--- src/rtl/uart_imem_loader_if.sv ---
// Instruction-memory write port of the UART boot loader.
//   imem_we_o    : one-cycle write strobe
//   imem_addr_o  : word address of the current write
//   imem_wdata_o : 32-bit write data
// master = the loader that drives the port, slave = the memory that receives it.
interface uart_imem_loader_if #(
    parameter int ADDR_W = 12
);
    logic              imem_we_o;
    logic [ADDR_W-1:0] imem_addr_o;
    logic [31:0]       imem_wdata_o;

    modport master (
        output imem_we_o,
        output imem_addr_o,
        output imem_wdata_o
    );

    modport slave (
        input imem_we_o,
        input imem_addr_o,
        input imem_wdata_o
    );
endinterface

--- src/rtl/uart_imem_loader.sv ---
// UART instruction-memory boot loader.
// Receives 8N1 bytes on rx_i and packs them little-endian into 32-bit words.
// Each word is written to instruction memory at consecutive addresses. The
// word END_WORD is not written: it releases the core from reset and locks
// the loader until the next reset.
//
// Ports:
//   wb_clk_i    : clock, all state on the rising edge
//   wb_rst_ni   : asynchronous active-low reset
//   rx_i        : UART receive line, idle high, asynchronous to wb_clk_i
//   imem        : instruction-memory write port (we / addr / wdata)
//   core_rst_no : active-low core reset, released when the load completes
//   done_o      : load complete, sticky
//   frame_err_o : stop-bit error seen, sticky
//
// state  | meaning
// IDLE   | line idle, waiting for a falling edge
// START  | half a bit period in, confirm the start bit is still low
// DATA   | sample 8 data bits, one per bit period, LSB first
// STOP   | sample the stop bit; high = byte valid, low = frame error
// LOCKED | terminator seen, rx ignored until reset
module uart_imem_loader #(
    parameter int          CLKS_PER_BIT = 434,
    parameter int          ADDR_W       = 12,
    parameter logic [31:0] END_WORD     = 32'h0000_0FFF
) (
    input  logic                    wb_clk_i,
    input  logic                    wb_rst_ni,
    input  logic                    rx_i,
    uart_imem_loader_if.master      imem,
    output logic                    core_rst_no,
    output logic                    done_o,
    output logic                    frame_err_o
);

    // Holds CLKS_PER_BIT-1 for every legal CLKS_PER_BIT, including powers of two.
    localparam int CNT_W = $clog2(CLKS_PER_BIT);
    localparam logic [CNT_W-1:0] FULL_LOAD = CNT_W'(CLKS_PER_BIT - 1);
    localparam logic [CNT_W-1:0] HALF_LOAD = CNT_W'(CLKS_PER_BIT / 2 - 1);

    typedef enum logic [2:0] {
        IDLE,
        START,
        DATA,
        STOP,
        LOCKED
    } state_t;

    state_t           state;
    logic             rx_meta;
    logic             rx_sync;
    logic [CNT_W-1:0] cnt;
    logic [2:0]       bit_cnt;
    logic [7:0]       shift_reg;
    logic             byte_valid;
    logic [1:0]       byte_idx;
    logic [23:0]      word_buf;

    always_ff @(posedge wb_clk_i or negedge wb_rst_ni) begin
        if (!wb_rst_ni) begin
            rx_meta           <= 1'b1;
            rx_sync           <= 1'b1;
            state             <= IDLE;
            cnt               <= '0;
            bit_cnt           <= '0;
            shift_reg         <= '0;
            byte_valid        <= 1'b0;
            byte_idx          <= '0;
            word_buf          <= '0;
            imem.imem_we_o    <= 1'b0;
            imem.imem_addr_o  <= '0;
            imem.imem_wdata_o <= '0;
            core_rst_no       <= 1'b0;
            done_o            <= 1'b0;
            frame_err_o       <= 1'b0;
        end else begin
            rx_meta        <= rx_i;
            rx_sync        <= rx_meta;
            byte_valid     <= 1'b0;
            imem.imem_we_o <= 1'b0;

            if (imem.imem_we_o) begin
                imem.imem_addr_o <= imem.imem_addr_o + 1'b1;
            end

            // Bit timer is a down-counter: each phase loads its period minus
            // one and acts when it reaches zero.
            case (state)
                IDLE: begin
                    if (!rx_sync) begin
                        state   <= START;
                        cnt     <= HALF_LOAD;
                        bit_cnt <= '0;
                    end
                end
                START: begin
                    if (cnt != '0) begin
                        cnt <= cnt - 1'b1;
                    end else if (!rx_sync) begin
                        state <= DATA;
                        cnt   <= FULL_LOAD;
                    end else begin
                        state <= IDLE;
                    end
                end
                DATA: begin
                    if (cnt != '0) begin
                        cnt <= cnt - 1'b1;
                    end else begin
                        shift_reg <= {rx_sync, shift_reg[7:1]};
                        cnt       <= FULL_LOAD;
                        bit_cnt   <= bit_cnt + 1'b1;
                        if (bit_cnt == 3'd7) begin
                            state <= STOP;
                        end
                    end
                end
                STOP: begin
                    if (cnt != '0) begin
                        cnt <= cnt - 1'b1;
                    end else begin
                        state <= IDLE;
                        if (rx_sync) begin
                            byte_valid <= 1'b1;
                        end else begin
                            frame_err_o <= 1'b1;
                        end
                    end
                end
                LOCKED: begin
                end
                default: state <= IDLE;
            endcase

            // shift_reg is stable here: DATA cannot be re-entered within one
            // cycle of leaving STOP. The LOCKED assignment overrides any
            // start-bit detection made by the case above in the same cycle.
            if (byte_valid) begin
                if (byte_idx == 2'd3) begin
                    byte_idx <= '0;
                    if ({shift_reg, word_buf} != END_WORD) begin
                        imem.imem_we_o    <= 1'b1;
                        imem.imem_wdata_o <= {shift_reg, word_buf};
                    end else begin
                        done_o      <= 1'b1;
                        core_rst_no <= 1'b1;
                        state       <= LOCKED;
                    end
                end else begin
                    case (byte_idx)
                        2'd0:    word_buf[7:0]   <= shift_reg;
                        2'd1:    word_buf[15:8]  <= shift_reg;
                        default: word_buf[23:16] <= shift_reg;
                    endcase
                    byte_idx <= byte_idx + 1'b1;
                end
            end
        end
    end

endmodule
--- src/flat_wrapper.sv ---
// flat-port wrapper written by rule: the top's interface ports become plain ports
module uart_imem_loader_flat 
#(
    parameter int          CLKS_PER_BIT = 434,
    parameter int          ADDR_W       = 12,
    parameter logic [31:0] END_WORD     = 32'h0000_0FFF
)
  (wb_clk_i, wb_rst_ni, rx_i, core_rst_no, done_o, frame_err_o, imem_imem_we_o, imem_imem_addr_o, imem_imem_wdata_o);
  uart_imem_loader_if #(.ADDR_W(ADDR_W)) imem_i ();
  input  logic wb_clk_i;
  input  logic wb_rst_ni;
  input  logic rx_i;
  output logic core_rst_no;
  output logic done_o;
  output logic frame_err_o;
  output wire logic [$bits(imem_i.imem_we_o)-1:0] imem_imem_we_o;
  output wire logic [$bits(imem_i.imem_addr_o)-1:0] imem_imem_addr_o;
  output wire logic [$bits(imem_i.imem_wdata_o)-1:0] imem_imem_wdata_o;
  assign imem_imem_we_o = imem_i.imem_we_o;
  assign imem_imem_addr_o = imem_i.imem_addr_o;
  assign imem_imem_wdata_o = imem_i.imem_wdata_o;
  uart_imem_loader #(.CLKS_PER_BIT(CLKS_PER_BIT), .ADDR_W(ADDR_W), .END_WORD(END_WORD)) u_core (.wb_clk_i(wb_clk_i), .wb_rst_ni(wb_rst_ni), .rx_i(rx_i), .imem(imem_i), .core_rst_no(core_rst_no), .done_o(done_o), .frame_err_o(frame_err_o));
endmodule
--- config.mk ---
export PLATFORM = sky130hd
export DESIGN_NAME = uart_imem_loader_flat
export DESIGN_NICKNAME = d
export VERILOG_FILES = /design/src/rtl/uart_imem_loader_if.sv /design/src/rtl/uart_imem_loader.sv /design/src/flat_wrapper.sv
export SDC_FILE = /design/constraint.sdc
export NUM_CORES = 1
export LEC_CHECK = 0
export CAP_MARGIN = 20
export CORE_ASPECT_RATIO = 1.75
export CORE_MARGIN = 10
export CORE_UTILIZATION = 55
export CTS_BUF_LIST = sky130_fd_sc_hd__clkbuf_2
export DETAILED_ROUTE_END_ITERATION = 10
export DONT_BUFFER_PORTS = 1
export PLACE_DENSITY = 0.81
export SLEW_MARGIN = 20
export SYNTH_ARGS = -nofsm -noshare
export SYNTH_HDL_FRONTEND = slang
export SYNTH_SLANG_ARGS = --single-unit
--- constraint.sdc ---
create_clock -name wb_clk_i -period 3.5 [get_ports wb_clk_i]
set_input_delay 0 -clock wb_clk_i [delete_from_list [all_inputs] [get_ports wb_clk_i]]
set_output_delay 0 -clock wb_clk_i [all_outputs]
set_load 0.01 [all_outputs]
## Yosys cells after proc, flatten, opt, wreduce, memory -nomap -nowiden

Cells that the tools add are included.

- $add $sub $neg: 4
- Multiplexer cells: 26
- Equal/unequal tests: 12
- Reduce and logical (&&, ||, !) cells: 15
- Divide/modulo/power cells: 0
- Magnitude comparators: 0
- Shifts and indexed selects: 0
- $mul: 0
- Bitwise logic cells: 5

Operators by type and width:

| cell | count |
|---|---|
| 9-bit two-way mux | 5 |
| 9-bit one-hot mux with 4 select lines | 1 |
| 32-bit by 12-bit != test with 1-bit output, second input constant | 1 |
| 3-bit two-way mux | 10 |
| 3-bit AND reduction | 7 |
| 3-bit one-hot mux with 5 select lines | 1 |
| 12-bit by 1-bit adder with 12-bit output, second input constant | 1 |
| 9-bit nonzero test | 1 |
| 9-bit by 1-bit subtractor with 9-bit output, second input constant | 1 |
| 3-bit by 2-bit equality test with 1-bit output, second input constant | 2 |
| 3-bit equality test, second input constant | 2 |
| 1-bit two-way mux | 6 |
| 3-bit one-hot mux with 2 select lines | 1 |
| 1-bit inverter | 5 |
| 2-bit two-way mux | 2 |
| 2-bit != test, second input constant | 2 |
| 4-bit AND reduction | 1 |
| 4-bit nonzero test | 1 |
| 3-bit by 1-bit adder with 3-bit output, second input constant | 1 |
| 3-bit by 1-bit equality test with 1-bit output, second input constant | 1 |
| 3-bit logical NOT | 1 |
| 3-bit != test, second input constant | 1 |
| 2-bit by 1-bit adder with 2-bit output, second input constant | 1 |
| 2-bit by 1-bit equality test with 1-bit output, second input constant | 1 |
| other kinds (6) | 6 |

- Latch bits: 0
- Bits in read-only memories: 0
- Bits of input ports: 3
- Register bits after elaboration: 99
- Memories kept: 0
- Output and inout port bits: 48
- Bits in writable memories: 0

## Depth between registers and ports, before layout

- Depth after elaboration: 7
- Gate-level depth with buffers: 8
- Mapped depth without buffers: 7

## Worst setup path after synthesis

Ideal clock, no wire load.

- Path kind: reg2reg
- From: register u_core.cnt[0]
- To: register u_core.shift_reg[0]
- Arrival time: 1969 ps
- Period minus slack after synthesis: 2093 ps
- Path slack: 1407 ps
- Cell stages (with the launch flop): 8
- Data required time: 3375 ps
- Path buffers: 1
- Path through: dfrtp_1 -> inv_1 -> ha_1 -> or4b_4 -> nor3_4 -> and3_1 -> buf_6 -> mux2_2

- Word-level cells in the longest chain between the ends: 3

Ends and longest elaborated chain:

| element | RTL line | source |
|---|---|---|
| start, declared | uart_imem_loader.sv:52 | `logic [CNT_W-1:0] cnt;` |
| start signal, assigned | uart_imem_loader.sv:98 | `cnt <= cnt - 1'b1;` |
| start signal, assigned | uart_imem_loader.sv:108 | `cnt <= cnt - 1'b1;` |
| start signal, assigned | uart_imem_loader.sv:120 | `cnt <= cnt - 1'b1;` |
| 9-bit nonzero test | uart_imem_loader.sv:107 | `if (cnt != '0) begin` |
| 1-bit inverter (no source line) | n/a |  |
| 2-bit AND reduction (no source line) | n/a |  |
| end signal, assigned | uart_imem_loader.sv:110 | `shift_reg <= {rx_sync, shift_reg[7:1]};` |
| end, declared | uart_imem_loader.sv:54 | `logic [7:0] shift_reg;` |

Every way passes these cells.
A chain may end at the register's enable or synchronous reset.

## Worst setup path in the final report

- From: register u_core.cnt[0]
- To: register u_core.shift_reg[5]

Same word-level chain as after synthesis.

==> impl_results.md <==
- Status: complete, no violations
- Post-route ant nets: 0
- Fmax: 0.372 GHz
- Final setup fails: 0
- Floorplan row count: 42
- Worst path arrival time: 3.17 ns
- CP delay by family, top: simple AND/OR/NAND/NOR gates
- Final core utilization: 59.6%
- Final critical delay including setup and external delays: 2.69 ns
- Clock skew: 0.0292 ns
- Routed vias: 2478
- Register area share after synthesis: 58.6%
- Top-count cell post-synth: dfrtp_1
- Die width: 86.3 µm
- Post-CTS setup buffer count: 0
- H-tree depth: 3
- Synth area leader: dfrtp_1
- DRC Markers: 0
- Cell count of the worst reg-to-reg path: 6
- Core area: 7510 µm²
- RePlAce Congestion: 0.863
- # diodes: 0
- EDFF count, synth: 0
- Syn_nets: 325
- Placed inst area: 4280 µm²
- Critical Path Source Type: register
- Max incr delay on CP: 0.54 ns
- I/O Buffers: 0
- Ys Warns: 0
- Post-synth ARST share: 100%
- Total of max-cap violations: 0
- Filler cells: 607
- Crit-path max FO: 13
- Die ar.: 11700 µm²
- Clock tree buffer depth: 2
- Slew @ Worst Pin: 0.784 ns
- Clk sink count: 99
- Global-route wire length before repair: 13700 µm
- Synth unique cells: 45
- Root Buffer: clkbuf_2
- Worst-path clk slew: 0.24 ns
- Final Instance Area: 4480 µm²
- Largest net degree at the start of global routing: 98
- Period utilization: 76.8%
- R2R Path Start: u_core.cnt[0]
- Biggest regs: u_core.imem.imem_wdata_o x32, u_core.word_buf x24, u_core.imem.imem_addr_o x12
- Routed wire per std cell: 19.8 µm
- WP buf/inv: 1
- Synth top cells by count: dfrtp_1, mux2_2, nor2_1, nand2_1, xnor2_1
- Vias in the first global route: 2650
- Max reg flops: 32
- Worst Setup End Kind: register
- Min-Delay Path Depth: 0
- Setup TNS: 0 ns
- RSZ-0062 raised after global routing: no
- Die Y: 136 µm
- Largest Register: u_core.imem.imem_wdata_o
- Syn Area/Cell: 13.5 µm²
- Yosys reg bits: 99
- Slew margin rel.: 47.7%
- Crit-path slowest cell: or4b_4
- CTS resizes: 0
- Main synth FF type: dfrtp_1
- Worst EP required: 3.98 ns
- Worst flop-to-flop path endpoint: u_core.shift_reg[5]
- Gr usage total: 14.8%
- Lkg Pwr: 2.20 nW
- Reg-to-reg slack, setup: 0.81 ns
- WHS Endpoint: u_core.rx_sync
- Post-placement setup slack: 0.871 ns
- Clk Latency, worst-skew pair: 0.59 ns
- Antenna violations before repair: 0
- Hold Path Class: reg2reg
- Nets: 333
- Chain of cells forming the critical path: inv_1 -> ha_1 -> or4b_4 -> nor3_4 -> and3_1 -> mux2_2
- Synth Instances: 314
- Share of post-route cells with drive strength above 1: 29.7%
- Gr ovfl total: 0
- Initial DRC count: 213
- Ports: 51
- Vias per inst: 5.97
- Pwr dens: 382 nW/µm²
- Synth top area cells: dfrtp_1, mux2_2, ha_1
- Mapped Area: 4230 µm²
- Initial Util: 56.3%
- Pins Over Slew Limit: 0
- Initial DRT Pass Iterations: 4
- Final wirelength: 8210 µm
- Crit path kind: reg2reg
- Hold_sp: u_core.rx_meta
- Worst setup margin: 0.811 ns
- DP HPWL: 5870 µm
- Area share of the largest cell type after synthesis: 57.3%
- Worst VDD drop: 285 µV
- Cts bufs inserted: 9
- Area grow syn2layout: 5.79%
- CTS tree: built
- Final hold vios: 0
## kinds of logic after synthesis
| family | count (synthesis) | synth area share, % |
|---|---|---|
| AND/OR/NAND/NOR | 79 | 10.5 |
| adder cells (fa/ha/maj) | 8 | 2.36 |
| multiplexers | 67 | 17.8 |
| flip-flops | 99 | 58.6 |
| XOR/XNOR | 12 | 2.48 |
| buffers and inverters | 17 | 2.42 |
| AO/OA/AOI/OAI | 32 | 5.88 |
## layout by cell type, fill, tap and decap left out, types with 5 or more instances in the layout
master / Yosys / layout
nor3_1: 8 / 8
mux2_2: 66 / 66
nor2_1: 15 / 14
nor4_1: 5 / 5
a21oi_1: 7 / 7
nand3_1: 6 / 6
nand4_1: 8 / 8
nand2_1: 13 / 13
xnor2_1: 10 / 10
clkbuf_2: 0 / 10
inv_1: 7 / 7
o21ai_0: 8 / 8
ha_1: 8 / 8
dfrtp_1: 97 / 97
and3_1: 5 / 5
## stage by stage
step                      cells  hold slack (ns)  total power, mW
after floorplan             314           -0.296             1.17
after global placement      393           -0.291             1.17
after detailed placement    393           -0.291             1.17
after CTS                   415            0.379             1.73
after global routing        415            0.388             1.78
final                       415            0.379             1.71
## power by group
part	internal [mW]	switching (mW)	total [mW]
logic	0.00992	0.0236	0.0336
registers	1.15	0.00126	1.15
clock network	0.162	0.364	0.526
total	1.32	0.389	1.71
## final cells by class
cell class	count	area (µm²)	share of cell area (%)
Timing Repair Buffer	7	103	2.29
Inverter	7	26.3	0.587
Sequential cell	99	2480	55.4
Clock buffer	10	50.0	1.12
Clock inverter	6	56.3	1.26
Tap cell	88	110	2.46
Multi-Input combinational cell	198	1650	36.9
## routing by layer
metal	up-vias	global-route usage [%]	wire length [µm]
met3	19	3.89	444
li1	1142	-	-
met1	1263	16.1	3060
met2	54	24.6	4450
met5	-	0	0
met4	0	9.31	254
## worst max-delay path by stage
stage             startpoint             endpoint  depth (start not counted)
3_3_place_gp   u_core.cnt[0]  u_core.shift_reg[2]                          6
3_5_place_dp   u_core.cnt[0]  u_core.shift_reg[5]                          6
5_1_grt        u_core.cnt[0]  u_core.shift_reg[4]                          6
4_1_cts        u_core.cnt[0]  u_core.shift_reg[4]                          6
2_1_floorplan  u_core.cnt[0]  u_core.shift_reg[0]                          7
6_report       u_core.cnt[0]  u_core.shift_reg[5]                          6
## what timing repair did
item | 4_1_cts | 5_1_grt
hold buffers | 6 | 0
endpoints found under the hold margin | 100 | 0
setup endpoints to repair | 0 | 0
## worst register-to-register path: stages, from the launching register on
cell and delay [ns]:
dfrtp_1 0.45, inv_1 0.10, ha_1 0.20, or4b_4 0.54
nor3_4 0.45, and3_1 0.47, mux2_2 0.38
Note: power is estimated with default switching activity, not from simulation.
